==> src/rtl/lcd_spi_rx_decoder.sv <==
// Responder for the 4-wire LCD SPI link: it oversamples CS/SCL/MOSI/DC and decodes commands, parameters and RGB565 pixels.
// Defining LCD_SPI_RX_CHECKSUM_EN builds the running pixel checksum on pix_sum. Without it, pix_sum is constant 0.
module lcd_spi_rx_decoder #(
   parameter int H_RES = 160,
   parameter int V_RES = 80,
   parameter int X_W   = 8,
   parameter int Y_W   = 8
) (
   input  logic           clk,
   input  logic           rst_n,
   input  logic           cs,
   input  logic           scl,
   input  logic           mosi,
   input  logic           dc,
   output logic           cmd_valid,
   output logic [7:0]     cmd_byte,
   output logic           prm_valid,
   output logic [7:0]     prm_byte,
   output logic           pix_valid,
   output logic [X_W-1:0] pix_x,
   output logic [Y_W-1:0] pix_y,
   output logic [15:0]    pix_rgb,
   output logic           frame_done,
   output logic [2:0]     status,
   output logic [15:0]    pix_sum
);

   typedef enum logic [2:0] {IDLE, S_PRM, S_CASET, S_RASET, S_PIX_HI, S_PIX_LO} state_t;

   state_t         state, state_next;
   logic [1:0]     cs_sync, mosi_sync, dc_sync;
   logic [2:0]     scl_sync;
   logic           scl_rise;
   logic [2:0]     bit_cnt;
   logic [6:0]     shift;
   logic           byte_strobe, byte_dc;
   logic [7:0]     byte_data;
   logic [1:0]     win_cnt;
   logic [7:0]     win_b0, win_b1, win_b2;
   logic [7:0]     pix_hi;
   logic [X_W-1:0] xs, xe, px;
   logic [Y_W-1:0] ys, ye, py;
   logic           sleep_out, inv_on, disp_on;
   logic           cmd_fire, prm_fire, hi_fire, pix_fire;

   always_ff @(posedge clk or negedge rst_n) begin
      if (!rst_n) begin
         cs_sync   <= 2'b11;
         scl_sync  <= '0;
         mosi_sync <= '0;
         dc_sync   <= '0;
      end else begin
         cs_sync   <= {cs_sync[0], cs};
         scl_sync  <= {scl_sync[1:0], scl};
         mosi_sync <= {mosi_sync[0], mosi};
         dc_sync   <= {dc_sync[0], dc};
      end
   end

   assign scl_rise = scl_sync[1] & ~scl_sync[2];

   // Deasserting CS drops any partial byte. A byte completes on its 8th edge, and DC is latched on that edge.
   always_ff @(posedge clk or negedge rst_n) begin
      if (!rst_n) begin
         bit_cnt     <= '0;
         shift       <= '0;
         byte_strobe <= 1'b0;
         byte_dc     <= 1'b0;
         byte_data   <= '0;
      end else begin
         byte_strobe <= 1'b0;
         if (cs_sync[1]) begin
            bit_cnt <= '0;
         end else if (scl_rise) begin
            shift   <= {shift[5:0], mosi_sync[1]};
            bit_cnt <= bit_cnt + 3'd1;
            if (bit_cnt == 3'd7) begin
               byte_data   <= {shift, mosi_sync[1]};
               byte_dc     <= dc_sync[1];
               byte_strobe <= 1'b1;
            end
         end
      end
   end

   always_ff @(posedge clk or negedge rst_n) begin
      if (!rst_n) state <= IDLE;
      else        state <= state_next;
   end

   always_comb begin
      state_next = state;
      cmd_fire   = 1'b0;
      prm_fire   = 1'b0;
      hi_fire    = 1'b0;
      pix_fire   = 1'b0;
      if (byte_strobe) begin
         if (!byte_dc) begin
            cmd_fire = 1'b1;
            case (byte_data)
               8'h2A:   state_next = S_CASET;
               8'h2B:   state_next = S_RASET;
               8'h2C:   state_next = S_PIX_HI;
               default: state_next = S_PRM;
            endcase
         end else begin
            case (state)
               S_PRM: prm_fire = 1'b1;
               S_CASET, S_RASET: begin
                  prm_fire = 1'b1;
                  if (win_cnt == 2'd3) state_next = S_PRM;
               end
               S_PIX_HI: begin
                  hi_fire    = 1'b1;
                  state_next = S_PIX_LO;
               end
               S_PIX_LO: begin
                  pix_fire   = 1'b1;
                  state_next = S_PIX_HI;
               end
               default: ;
            endcase
         end
      end
   end

   // A command restarts window collection. The 4th window byte commits start and end together.
   always_ff @(posedge clk or negedge rst_n) begin
      if (!rst_n) begin
         cmd_valid  <= 1'b0;
         cmd_byte   <= '0;
         prm_valid  <= 1'b0;
         prm_byte   <= '0;
         pix_valid  <= 1'b0;
         pix_x      <= '0;
         pix_y      <= '0;
         pix_rgb    <= '0;
         frame_done <= 1'b0;
         sleep_out  <= 1'b0;
         inv_on     <= 1'b0;
         disp_on    <= 1'b0;
         win_cnt    <= '0;
         win_b0     <= '0;
         win_b1     <= '0;
         win_b2     <= '0;
         pix_hi     <= '0;
         xs         <= '0;
         xe         <= X_W'(H_RES - 1);
         ys         <= '0;
         ye         <= Y_W'(V_RES - 1);
         px         <= '0;
         py         <= '0;
      end else begin
         cmd_valid  <= cmd_fire;
         prm_valid  <= prm_fire;
         pix_valid  <= pix_fire;
         frame_done <= pix_fire && (px == xe) && (py == ye);
         if (cmd_fire) begin
            cmd_byte <= byte_data;
            win_cnt  <= '0;
            case (byte_data)
               8'h10:   sleep_out <= 1'b0;
               8'h11:   sleep_out <= 1'b1;
               8'h20:   inv_on    <= 1'b0;
               8'h21:   inv_on    <= 1'b1;
               8'h28:   disp_on   <= 1'b0;
               8'h29:   disp_on   <= 1'b1;
               8'h2C: begin
                  px <= xs;
                  py <= ys;
               end
               default: ;
            endcase
         end
         if (prm_fire) begin
            prm_byte <= byte_data;
            if (state == S_CASET || state == S_RASET) begin
               win_cnt <= win_cnt + 2'd1;
               case (win_cnt)
                  2'd0: win_b0 <= byte_data;
                  2'd1: win_b1 <= byte_data;
                  2'd2: win_b2 <= byte_data;
                  default: begin
                     if (state == S_CASET) begin
                        xs <= X_W'({win_b0, win_b1});
                        xe <= X_W'({win_b2, byte_data});
                     end else begin
                        ys <= Y_W'({win_b0, win_b1});
                        ye <= Y_W'({win_b2, byte_data});
                     end
                  end
               endcase
            end
         end
         if (hi_fire) pix_hi <= byte_data;
         if (pix_fire) begin
            pix_rgb <= {pix_hi, byte_data};
            pix_x   <= px;
            pix_y   <= py;
            if (px == xe) begin
               px <= xs;
               py <= (py == ye) ? ys : py + Y_W'(1);
            end else begin
               px <= px + X_W'(1);
            end
         end
      end
   end

   assign status = {disp_on, inv_on, sleep_out};

`ifdef LCD_SPI_RX_CHECKSUM_EN
   always_ff @(posedge clk or negedge rst_n) begin
      if (!rst_n)                            pix_sum <= '0;
      else if (cmd_fire && byte_data == 8'h2C) pix_sum <= '0;
      else if (pix_fire)                     pix_sum <= pix_sum + {pix_hi, byte_data};
   end
`else
   assign pix_sum = 16'd0;
`endif

endmodule
==> config.mk <==
export PLATFORM = sky130hd
export DESIGN_NAME = lcd_spi_rx_decoder
export DESIGN_NICKNAME = d
export VERILOG_FILES = /design/src/rtl/lcd_spi_rx_decoder.sv
export SDC_FILE = /design/constraint.sdc
export NUM_CORES = 1
export LEC_CHECK = 0
export BUFFER_PORTS_ARGS = -buffer_cell sky130_fd_sc_hd__buf_2
export CAP_MARGIN = 20
export CORE_ASPECT_RATIO = 0.9
export CORE_MARGIN = 1.5
export CORE_UTILIZATION = 30
export CTS_BUF_LIST = sky130_fd_sc_hd__clkbuf_8
export DETAILED_ROUTE_END_ITERATION = 16
export HOLD_SLACK_MARGIN = 0.1
export PLACE_DENSITY = 0.43
export RECOVER_POWER = 50
export SLEW_MARGIN = 10
export SYNTH_ARGS = -nofsm -noshare
export SYNTH_HDL_FRONTEND = slang
export SYNTH_SLANG_ARGS = --single-unit
export TNS_END_PERCENT = 100
==> constraint.sdc <==
create_clock -name clk -period 2.4 [get_ports clk]
set_input_delay 0.6 -clock clk [delete_from_list [all_inputs] [get_ports clk]]
set_output_delay 0.6 -clock clk [all_outputs]
set_load 0.02 [all_outputs]
==> load_flow_metrics.sql <==
INSERT INTO impl_metrics (metric_group, metric, value, unit) VALUES
('run_status', 'outcome', 'finished clean', ''),
('floorplan', 'floorplan.die_area', '0.0225', 'mm2'),
('final_layout', 'post_layout_nonfiller_instances', '941', ''),
('logic_synthesis', 'syn_avg_cell_area', '11.4', 'um2'),
('logic_synthesis', 'asyncSetResetFlopFracSynth', '100', '%'),
('final_layout', 'most-common-layout-cells', 'dfrtp_1 (140), nand2_1 (137), mux2_2 (75), buf_2 (59), nor2_1 (24)', ''),
('sta', 'worst_slew_pin_slew', '1.43', 'ns'),
('clock_network', 'clkLatencyLatePin', '0.45', 'ns'),
('worst_hold_path', 'timing.hold.worst.class', 'in -> reg', ''),
('flow_run', 'maxCapViolations', '0', ''),
('detailed_routing', 'ant_nets', '0', ''),
('power', 'power.clock.fraction', '38.1', '%'),
('power', 'worst_ir_drop_vdd', '0.308', 'mV'),
('worst_hold_path', 'holdPathStages', '1', ''),
('sta', 'final_critical_path_setup_slack', '0.203', 'ns'),
('global_routing', 'grt_antenna_before_repair', '0', ''),
('clock_network', 'cts_tree', 'built', ''),
('clock_network', 'clk_pin_slew', '0.09', 'ns'),
('final_layout', 'final_common_cell', 'dfrtp_1', ''),
('floorplan', 'die-height', '143', 'um'),
('clock_network', 'cts_buffer_depth', '2', ''),
('power', 'power_switching', '1.14', 'mW'),
('detailed_routing', 'highest_metal_layer_with_signal_wires', 'met4', ''),
('final_layout', 'post_route_cells_drive_above_1_share', '31.3', '%'),
('detailed_routing', 'drt_pass1_iterations', '5', ''),
('sta', 'slew-limit-headroom', '4.95', '%'),
('detailed_routing', 'routed_via_density', '4.50', ''),
('logic_synthesis', 'synthesis.yosys.warnings', '0', ''),
('clock_network', 'cts_setup_buffers', '0', ''),
('floorplan', 'design.portCount', '77', ''),
('logic_synthesis', 'postSynthRegisterBits', '153', ''),
('sta', 'timing.fmax', '0.455', 'GHz'),
('final_layout', 'ff_latch_area', '0.00384', 'mm2'),
('sta', 'setup-tns-final', '0', 'ns'),
('sta', 'finalCritPeriodShare', '91.5', '%'),
('place', 'gp_congestion', '0.843', ''),
('power', 'sequentialPowerShare', '58.8', '%'),
('logic_synthesis', 'syn_inst', '569', ''),
('global_routing', 'grt_overflow', '0', ''),
('floorplan', 'die_w', '158', 'um'),
('clock_network', 'numClockSinks', '153', ''),
('final_layout', 'final_cell_area', '0.00745', 'mm2'),
('global_routing', 'grt_use_total', '14.2', '%'),
('final_layout', 'fill_cell_total_of_the_finished_layout', '2148', ''),
('place', 'dp_worst_setup_slack', '0.203', 'ns'),
('power', 'powerDensity', '610', 'mW/mm2'),
('detailed_routing', 'met2_wire_len', '6960', 'um'),
('clock_network', 'tritoncts.num_buffers', '17', ''),
('critical_path', 'regToRegEndpoint', 'py[7]', ''),
('power', 'combinationalPowerShare', '3.1', '%'),
('final_layout', 'multiInputGateArea', '0.00238', 'mm2'),
('detailed_routing', 'met3_length', '512', 'um'),
('final_layout', 'final_core_util', '35.4', '%'),
('floorplan', 'row_count', '50', ''),
('power', 'switching_share', '25.2', '%'),
('logic_synthesis', 'mappedNetlistArea', '0.00649', 'mm2'),
('logic_synthesis', 'synth.yosys.seq_area_share', '59.3', '%'),
('final_layout', 'finish.net_count', '655', ''),
('sta', 'fin_skew', '0.0150', 'ns'),
('final_layout', 'num_antenna_cells', '0', ''),
('critical_path', 'crit_path_max_fanout', '12', ''),
('detailed_routing', 'drt-initial-drc-count', '200', ''),
('floorplan', 'starting_density', '30.9', '%'),
('critical_path', 'path_class', 'reg -> reg', ''),
('clock_network', 'post_cts_resize_count', '0', ''),
('critical_path', 'worst-r2r-cell-count', '7', ''),
('critical_path', 'timing.rr.start', 'byte_dc', ''),
('critical_path', 'cp_data_arrival_time', '2.54', 'ns'),
('global_routing', 'first_pass_grt_wire_length', '24100', 'um'),
('final_layout', 'layout-area-overhead-vs-synth', '14.9', '%'),
('critical_path', 'cp.required', '2.74', 'ns');
==> sequential cells by signal (all words and copies together) (netlist names), 7 cells and up <==
name       flops
byte_data      8
cmd_byte       8
pix_hi         8
pix_rgb       16
pix_x          8
pix_y          8
prm_byte       8
px             8
py             8
shift          7
win_b1         8
xe             8
xs             8
ye             8
ys             8
==> worst max-delay path by stage <==
stage                      start          to  slack, ns  depth (start not counted)
finish                   byte_dc       py[7]       0.20                          7
global route               rst_n  cs_sync[1]       0.03                          3
CTS                      byte_dc       py[7]       0.19                          6
detailed placement       byte_dc       py[7]       0.20                          6
global placement        state[1]       py[7]       0.25                          7
floorplan           byte_data[7]      inv_on       0.44                          5
==> synthesized netlist by cell type (3+ instances only) <==
cell type / number / area share, %
dfstp_2: 13 / 5.3
xor2_1: 18 / 2.4
o21ai_0: 17 / 1.3
dfrtp_1: 140 / 54
buf_4: 22 / 2.5
ha_1: 7 / 1.3
clkbuf_1: 16 / 0.93
inv_1: 8 / 0.46
nand3_1: 15 / 1.2
o22ai_1: 6 / 0.58
a21oi_1: 14 / 1.1
nand2_1: 137 / 7.9
buf_2: 6 / 0.46
mux2_2: 75 / 13
or3_1: 3 / 0.29
nor4_1: 4 / 0.39
mux2i_1: 4 / 0.62
and3_1: 3 / 0.29
nor2_1: 24 / 1.4
nand2b_1: 4 / 0.39
==> kinds of logic after synthesis <==
kind of cell	count (synthesis)	synth area share, %
AO/OA/AOI/OAI	50	4.65
AND/OR/NAND/NOR	205	13.8
other	1	0.0578
flip-flops	153	59.3
XOR/XNOR	18	2.43
multiplexers	79	13.6
buffers and inverters	56	4.78
adder cells (fa/ha/maj)	7	1.35
==> area by class of cell <==
class,count,area share (%)
clock inverter,15,1.39
timing repair buffer,85,6.60
tap,286,4.80
clock buffer,17,3.14
multi-input combinational,375,31.9
sequential,153,51.6
inverter,10,0.537
==> layer usage <==
layer,global-route usage (%),vias to the layer above
li1,-,2017
met1,19.4,2137
met2,22.3,71
met3,3.68,10
met4,3.89,0
met5,0,-
==> worst max-delay path, cell delays in order, from the launching register on <==
cell and delay (ns):
dfrtp_1 0.51, nand2_4 0.09, or3_1 0.45, inv_4 0.17
and3_1 0.33, nand2_4 0.13, o21a_1 0.20, o221a_1 0.21
==> power groups by stage <==
stage | Sequential [mW] | Clock (mW) | Combinational [mW]
2_1_floorplan | 2.71 | 0 | 0.0935
3_3_place_gp | 2.72 | 0 | 0.146
3_5_place_dp | 2.72 | 0 | 0.148
4_1_cts | 2.67 | 1.82 | 0.150
5_1_grt | 2.68 | 1.93 | 0.167
6_report | 2.67 | 1.73 | 0.141
Note: power is estimated with default switching activity, not from simulation.
